### config.mk
export PLATFORM = sky130hd
export DESIGN_NAME = dtc_therm_decoder
export DESIGN_NICKNAME = d
export VERILOG_FILES = /design/src/rtl/dtc_therm_pkg.sv /design/src/rtl/dtc_therm_decoder_hist.sv /design/src/rtl/dtc_therm_decoder.sv
export SDC_FILE = /design/constraint.sdc
export NUM_CORES = 1
export LEC_CHECK = 0
export ABC_AREA = 1
export CAP_MARGIN = 20
export CORE_AREA = 2 2 50 48
export DETAILED_ROUTE_END_ITERATION = 7
export DIE_AREA = 0 0 52 50
export DONT_BUFFER_PORTS = 1
export GPL_ROUTABILITY_DRIVEN = 0
export PLACE_DENSITY = 0.66
export RECOVER_POWER = 100
export SYNTH_ARGS = -nofsm -noshare
export SYNTH_HDL_FRONTEND = slang
export SYNTH_SLANG_ARGS = --single-unit
### constraint.sdc
create_clock -name clk -period 3.15 [get_ports clk]
set_input_delay 0.7875 -clock clk [delete_from_list [all_inputs] [get_ports clk]]
set_output_delay 0.7875 -clock clk [all_outputs]
set_load 0.02 [all_outputs]
### src/rtl/dtc_therm_pkg.sv
// dtc_therm_pkg: shared widths, types and the thermometer decode function
// for the dtc_* thermometer class-code receivers.
package dtc_therm_pkg;

  localparam int TW = 7;
  localparam int LW = $clog2(TW + 1);

  typedef logic [TW-1:0] therm_t;
  typedef logic [LW-1:0] level_t;

  typedef struct packed {
    logic   err;
    level_t level;
  } therm_dec_t;

  // Level is the trailing-ones count; any one above the first zero is a bubble.
  function automatic therm_dec_t therm_decode(therm_t t);
    therm_dec_t r;
    logic       seen0;
    r     = '0;
    seen0 = 1'b0;
    for (int i = 0; i < TW; i++) begin
      if (!t[i]) begin
        seen0 = 1'b1;
      end else if (seen0) begin
        r.err = 1'b1;
      end else begin
        r.level = level_t'(i + 1);
      end
    end
    return r;
  endfunction

endpackage

### src/rtl/dtc_therm_decoder_hist.sv
// dtc_therm_hist: per-level saturating histogram with synchronous clear
// and combinational read; only built when DTC_THERM_HIST_EN is defined.
module dtc_therm_hist
  import dtc_therm_pkg::*;
#(
  parameter int HIST_W = 16
) (
  input  logic              clk,
  input  logic              rst_n,
  input  logic              inc_i,
  input  level_t            lvl_i,
  input  logic              clr_i,
  input  level_t            sel_i,
  output logic [HIST_W-1:0] cnt_o
);

  localparam int NB = 2 ** LW;
  localparam logic [HIST_W-1:0] MAXV = '1;

  logic [HIST_W-1:0] bin_q [NB];

  always_ff @(posedge clk or negedge rst_n) begin
    if (!rst_n) begin
      for (int i = 0; i < NB; i++) bin_q[i] <= '0;
    end else if (clr_i) begin
      for (int i = 0; i < NB; i++) bin_q[i] <= '0;
    end else if (inc_i && bin_q[lvl_i] != MAXV) begin
      bin_q[lvl_i] <= bin_q[lvl_i] + 1'b1;
    end
  end

  always_comb begin
    cnt_o = '0;
    if (int'(sel_i) <= TW) cnt_o = bin_q[sel_i];
  end

endmodule

### src/rtl/dtc_therm_decoder.sv
// dtc_therm_decoder: registered valid/ready thermometer code decoder with
// malformed-code counter; DTC_THERM_HIST_EN adds a per-level histogram.
module dtc_therm_decoder
  import dtc_therm_pkg::*;
#(
  parameter int ERR_W  = 8,
  parameter int HIST_W = 16
) (
  input  logic             clk,
  input  logic             rst_n,
  input  logic             in_valid,
  output logic             in_ready,
  input  therm_t           in_therm,
  output logic             out_valid,
  input  logic             out_ready,
  output level_t           out_level,
  output logic             out_err,
  output logic [ERR_W-1:0] err_cnt
`ifdef DTC_THERM_HIST_EN
  ,
  input  level_t           hist_sel,
  input  logic             hist_clr,
  output logic [HIST_W-1:0] hist_cnt
`endif
);

  localparam logic [ERR_W-1:0] ERR_MAX = '1;

  logic             valid_q;
  level_t           level_q;
  logic             err_q;
  logic [ERR_W-1:0] ecnt_q;
  logic [ERR_W-1:0] ecnt_d;
  logic             acc;
  therm_dec_t       dec;

  assign in_ready = !valid_q || out_ready;
  assign acc      = in_valid && in_ready;
  assign dec      = therm_decode(in_therm);

  always_comb begin
    ecnt_d = ecnt_q;
    if (acc && dec.err && ecnt_q != ERR_MAX)
      ecnt_d = ecnt_q + 1'b1;
  end

  // Output register only loads on accept, so an idle X bus never lands.
  always_ff @(posedge clk or negedge rst_n) begin
    if (!rst_n) begin
      valid_q <= 1'b0;
      level_q <= '0;
      err_q   <= 1'b0;
      ecnt_q  <= '0;
    end else begin
      ecnt_q <= ecnt_d;
      if (acc) begin
        valid_q <= 1'b1;
        level_q <= dec.level;
        err_q   <= dec.err;
      end else if (out_ready) begin
        valid_q <= 1'b0;
      end
    end
  end

  assign out_valid = valid_q;
  assign out_level = level_q;
  assign out_err   = err_q;
  assign err_cnt   = ecnt_q;

`ifdef DTC_THERM_HIST_EN
  dtc_therm_hist #(
    .HIST_W (HIST_W)
  ) u_hist (
    .clk   (clk),
    .rst_n (rst_n),
    .inc_i (acc),
    .lvl_i (dec.level),
    .clr_i (hist_clr),
    .sel_i (hist_sel),
    .cnt_o (hist_cnt)
  );
`endif

endmodule

# Word-level counts from Yosys, hierarchy flattened
# Cells that the tools add are included.
# word_totals
regBits,13
latch_bits,0
ram_bits,0
mem_bits_ro,0
out_inout_bits,14
memories,0
# op_classes
n_addsub,1
n_mul,0
div,0
n_lt_le_gt_ge,0
eq_ne,1
n_shift,0
n_mux,26
n_bitwise,0
n_reduce_logical,6
# ops
operator,n
two-way mux 4 bit,6
two-way mux 3 bit,5
two-way mux 1 bit,14
adder 8 x 1 -> 8 bit (second input constant),1
inequality test 8 bit (second input constant),1
logical AND 1 bit,3
two-way mux 2 bit,1
nonzero test 2 bit,1
logical NOT 1 bit,1
logical OR 1 bit,1

# Longest topological paths before layout
# Gate-level depths: netlist of the first run.
# depth
word_depth,15
ltp_mapped,9
depth_no_buf,9

# Worst setup path before layout of the first run
# No wires, ideal clock.
# synth_timing
kind,input to output
from,input port out_ready
to,output port in_ready
arrival_ns,0.985
setup_slack_ns,1.377
path_stages,2
cell_sequence,inv_2 -> nand2_1
# synth_between
elab_chain_len,1
# synth_rtl
item,line_no,rtl
from (decl),dtc_therm_decoder.sv:15,"input logic out_ready,"
logical OR 1 bit,dtc_therm_decoder.sv:37,assign in_ready = !valid_q || out_ready;
to (decl),dtc_therm_decoder.sv:12,"output logic in_ready,"
# No other way between the ends.

# Final worst setup path of the first run
# layout_timing
from,"register valid_q, in the netlist out_valid"
to,"register ecnt_q[7], in the netlist err_cnt[7]"
# layout_between
elab_chain_len,5
# layout_rtl
item,line_no,rtl
from (decl),dtc_therm_decoder.sv:29,logic valid_q;
from (signal assigned),dtc_therm_decoder.sv:50,valid_q <= 1'b0;
from (signal assigned),dtc_therm_decoder.sv:57,valid_q <= 1'b1;
from (signal assigned),dtc_therm_decoder.sv:61,valid_q <= 1'b0;
logical NOT 1 bit,dtc_therm_decoder.sv:37,
logical OR 1 bit,dtc_therm_decoder.sv:37,
logical AND 1 bit,dtc_therm_decoder.sv:38,assign acc = in_valid && in_ready;
logical AND 1 bit (2 in series),dtc_therm_decoder.sv:43,if (acc && dec.err && ecnt_q != ERR_MAX)
to (signal assigned),dtc_therm_decoder.sv:55,ecnt_q <= ecnt_d;
to (decl),dtc_therm_decoder.sv:32,logic [ERR_W-1:0] ecnt_q;
# No other way between the ends.
# A chain may end at the register's enable or synchronous reset.

==> results of run 1 <==
==> layout make-up <==
type                       instances  area share
multi-input combinational         78      0.4905
sequential                        13      0.3785
inverter                          14     0.06114
tap                               27     0.03930
clock buffer                       4     0.03057
==> final timing paths <==
check,from,endpoint,slack (ps),depth (start not counted)
max,out_valid$_DFFE_PN0P_,err_cnt[7]$_DFFE_PN0P_,1170,6
min,rst_n,err_cnt[5]$_DFFE_PN0P_,190,0
max reg2reg,out_valid$_DFFE_PN0P_,err_cnt[7]$_DFFE_PN0P_,1170,6
min reg2reg,out_level[2]$_DFFE_PN0P_,out_level[2]$_DFFE_PN0P_,640,1
max in group asynchronous,rst_n,out_level[0]$_DFFE_PN0P_,2880,0
min in group clk,in_valid,out_valid$_DFFE_PN0P_,620,2
==> stage by stage <==
step | hold WS [ps] | setup WS [ps]
after global placement | 492.1 | 1370
after global routing | 165.2 | 938.9
final | 189.8 | 1167
after detailed placement | 492.1 | 1354
after CTS | 181.7 | 1301
after floorplan | 491.9 | 1377
==> cell families (layout without fill, tap and decap cells) <==
| family | Yosys count | in the layout |
|---|---|---|
| XOR/XNOR | 3 | 3 |
| buffers and inverters | 14 | 18 |
| AND/OR/NAND/NOR | 66 | 66 |
| flip-flops | 13 | 13 |
| multiplexers | 1 | 1 |
| adder cells (fa/ha/maj) | 1 | 1 |
| AO/OA/AOI/OAI | 7 | 7 |
==> Yosys cell counts, drive strengths merged <==
library cell	instances	area, sq um
a21oi	2	21.27
dfrtp	13	325.3
ha	1	12.51
inv	14	52.55
mux2	1	11.26
nand2	44	185.2
nand3	4	50.04
nand3b	2	15.01
nand4	8	50.05
nor2	8	45.04
o211ai	1	7.510
o21ai	3	15.01
o22ai	1	6.260
xor2	3	26.28
==> sequential cells by signal (all words and copies together), names as in the netlist <==
register and cells:
err_cnt 8, out_err 1, out_level 3, out_valid 1
==> routing by layer <==
layer	wire [um]	vias to the layer above	share of wire	global-route usage
met5	0	-	0	0
met4	47	0	0.028	0.1009
met3	71	5	0.042	0.04242
met2	843	12	0.50	0.2700
met1	731	325	0.43	0.1909
li1	-	345	-	-
==> report_power, final <==
part	total (W)	switching, W	internal (W)
combinational	0.0000926	0.0000542	0.0000384
clock	0.000105	0.0000560	0.0000492
sequential	0.000283	0.0000853	0.000198
total	0.000481	0.000195	0.000286
==> run metrics, run 1 <==
post-synthesis mux area share=0.01368; clock skew=6.246 ps; total of max-cap violations=0; Syn Std Cell Area=between 800 and 900 sq um; largest net degree at the start of global routing=14; Antenna Cells=0; Die H=around 50 um; Worst Max-Slew Pin Slew=502.5 ps; CP endpoint kind=flip-flop; cell family with most CP delay=simple AND/OR/NAND/NOR gates; Setup TNS=0 ps; Period minus WS final=around 2000 ps; Slowest cell on crit path=dfrtp_1; Power per Cell Area=~560 mW/mm^2; die footprint=0.002600 sq mm; Post-Synth XOR/XNOR Area=0.03191; most frequent CP cell=nand2_1; Hold-fix buffers, CTS=0; worst hold path type=in -> async; CP Buf/Inv Count=1; Compound-Gate Fraction of Synth Area=0.06079; Inst Count DP=132; Critical Path Source Type=flip-flop; # setup viols final=0; CTS tree=yes; DRT Pass-1 Iters=4; share of post-route cells with drive strength above 1=0.1284; Slew HR=0.6650; Syn Area/Cell=7.841 sq um; largest family of logic cells by synthesized area=simple AND/OR/NAND/NOR gates; Multi-input gate area=421.7 sq um; Final Cycle Share=0.6295; Worst VDD drop=343.8 uV; synth unique cells=22; routed vias=between 600 and 700; status=finished clean; Achievable Freq=504.3 MHz; Worst EP required=about 3300 ps; CP cell instances=a21oi_1 > nand2_2 > inv_1 > nand3_1 > nand2_1 > nand2_1; Initial Utilization=0.3993; arrival time worst endpoint=2160 ps; grt ovf=0; Max Slew Vio Count=0; RSZ-0062 raised after global routing=false; Vias/cell=5.051; design area=859.6 sq um; kind of critical path=reg -> reg; initial antenna violation count=0; Seq/Total Area, Yosys=0.3951; most frequent cells in the layout=nand2_1 (38), inv_1 (13), dfrtp_1 (13); layout overhead on the synthesized area=4.407%; total wire length=1693 um; CP peak stage delay=480 ps; register area=325.3 sq um; Iteration-0 DRC Markers=9; Static Leak=0.4546 nW; CTS Sinks=13; # rows=16; Clock Path Buffers=2; fin cells=roughly 140; Syn. warnings=0; Layout fillers=214; Wirelength per Cell=12.45 um; IO Pins=25; clk root buf=clkbuf_4; all-layer global routing usage=0.1659; first-pass GRT wire length=3187 um; Post-Synth Simple-Gate Area=0.4195; # DRC=0; Power Total=0.0004813 W; Worst-Skew Late Latency=280 ps; CTS Buf Count=3; Synthesized Nets=approximately 120; post_cts resized=0; postcts setup bufs=0; final net count=122; Post-Syn Instances=approximately 110; vias in the first global route=about 740; Worst-path clk slew=around 80 ps; Hold Fails Final Rpt=0; fin util=0.4169; Antenna Nets Post-Route=0; DP Wirelength=1273 um; Core ar.=between 0.002 and 0.0025 sq mm; H-tree levels=1; adder-cell share of the synthesized area=0.01520; Cell Area, Placed=857.1 sq um; most common cell after layout, fill and taps aside=nand2_1; Die W=roughly 52 um; #FFs+latches synth=13; peak fanout along the critical path=10; Port-buffer cells=0
(Power assumes the default switching activity.)
==> run 2: changes to the inputs <==
Settings changed: PLACE_DENSITY 0.66 to 0.68.
Clock period 3.15 ns to 1.8 ns, I/O delays scaled along.
==> run 2 against run 1 <==
Flip-flop and latch count is the same; sequential power up 72%; clock power increased by 70%; maximum frequency is 27% higher; critical path type unchanged; cell count rose by 1.5%; design area up 4.1%; combinational power up 110%.
==> run metrics, run 2 (same netlist as run 1, synthesis figures left out) <==
status=finished clean; # DRC=0; Final Cycle Share=0.8660; layout overhead on the synthesized area=8.663%; clk root buf=clkbuf_4; DP Wirelength=between 1000 and 1500 um; clock skew=3.958 ps; Power per Cell Area=957.6 mW/mm^2; Setup TNS=0 ps; first-pass GRT wire length=about 2800 um; Worst-Skew Late Latency=roughly 270 ps; kind of critical path=reg -> reg; CP endpoint kind=flip-flop; arrival time worst endpoint=1720 ps; postcts setup bufs=0; vias in the first global route=628; Cell Area, Placed=around 860 sq um; Port-buffer cells=0; final net count=124; Die W=52 um; WHS Path Cells=2; Layout fillers=208; Period minus WS final=between 1500 and 2000 ps; r2r worst-path depth=6; largest net degree at the start of global routing=14; Worst-path clk slew=80 ps; CTS Sinks=13; Achievable Freq=641.5 MHz; all-layer global routing usage=0.1434; Worst EP required=1960 ps; Static Leak=0.4648 nW; worst hold path type=in -> reg; Max Slew Vio Count=0; Slew HR=0.6015; CTS Buf Count=3; die footprint=0.002600 sq mm; initial antenna violation count=0; worst hold margin=317.3 ps; Core ar.=0.002062 sq mm; Clock Path Buffers=2; # setup viols final=0; CTS tree=yes; Worst Max-Slew Pin Slew=roughly 600 ps; Die H=~50 um; Initial Utilization=0.3993; # rows=16; Antenna Nets Post-Route=0; Multi-input gate area=442.9 sq um; DRT Pass-1 Iters=4; Worst VDD drop=between 400 and 500 uV; Critical Path Source Type=flip-flop; Wirelength per Cell=11.62 um; share of post-route cells with drive strength above 1=0.1351; IO Pins=25; routed vias=698; total wire length=1604 um; max FFs per register=8; total of max-cap violations=0; most common cell after layout, fill and taps aside=nand2_1; register area=325.3 sq um; Antenna Cells=0; design area=894.6 sq um; peak fanout along the critical path=10; H-tree levels=1; Iteration-0 DRC Markers=13; most frequent cells in the layout=nand2_1 (39), inv_1 (13), dfrtp_1 (13); grt ovf=0; Hold Fails Final Rpt=0; Vias/cell=5.058; RSZ-0062 raised after global routing=false
run 2: final timing paths:
kind / from / endpoint / slack [ps]
worst max-delay path: out_valid$_DFFE_PN0P_ / err_cnt[0]$_DFFE_PN0P_ / 240
max in group asynchronous: rst_n / err_cnt[6]$_DFFE_PN0P_ / 790
worst max register to register: out_valid$_DFFE_PN0P_ / err_cnt[0]$_DFFE_PN0P_ / 240
worst min-delay path: in_valid / out_valid$_DFFE_PN0P_ / 320
min in group asynchronous: rst_n / out_level[1]$_DFFE_PN0P_ / 620
worst min register to register: err_cnt[0]$_DFFE_PN0P_ / err_cnt[0]$_DFFE_PN0P_ / 620
run 2: worst max-delay path, stage by stage (launching register included):
cell,delay [ps]
dfrtp_1,500
a21oi_4,260
nand2_1,100
inv_1,270
nand3_4,170
nand2_1,90
nand2_1,60
run 2: report_power, final:
group	total, W	internal [W]	switching (W)
clock network	0.000178	0.0000859	0.0000925
logic	0.000191	0.0000751	0.000115
registers	0.000488	0.000347	0.000141
run 2: final cells by class:
class,count,share of cell area
Inverter,14,0.05874
Tap cell,27,0.03776
Multi-Input combinational cell,78,0.4951
Sequential cell,13,0.3636
Clock buffer,4,0.02937
Timing Repair Buffer,2,0.01538
run 2: layer usage:
layer / GRT usage / routed length, um / vias to the layer above
li1: - / - / 356
met1: 0.1868 / 758 / 318
met5: 0 / 0 / -
met3: 0.07273 / 107 / 2
met4: 0.02632 / 10 / 0
met2: 0.2131 / 728 / 22
run 2: repair_timing:
item	4_1_cts	5_1_grt
gates resized for setup	0	0
hold endpoints to repair	13	0
hold buffers	1	0
run 2: through the flow:
| stage | instances | setup slack [ps] | power, W | utilization |
|---|---|---|---|---|
| after global placement | 133 | 384.9 | 0.0006809 | 0.4193 |
| final | 138 | 241.2 | 0.0008567 | 0.4339 |
| after detailed placement | 133 | 337.2 | 0.0006830 | 0.4193 |
| after floorplan | 105 | 441.4 | 0.0006294 | - |
| after CTS | 138 | 294.3 | 0.0008739 | 0.4369 |
| after global routing | 138 | 114.9 | 0.0009204 | 0.4339 |
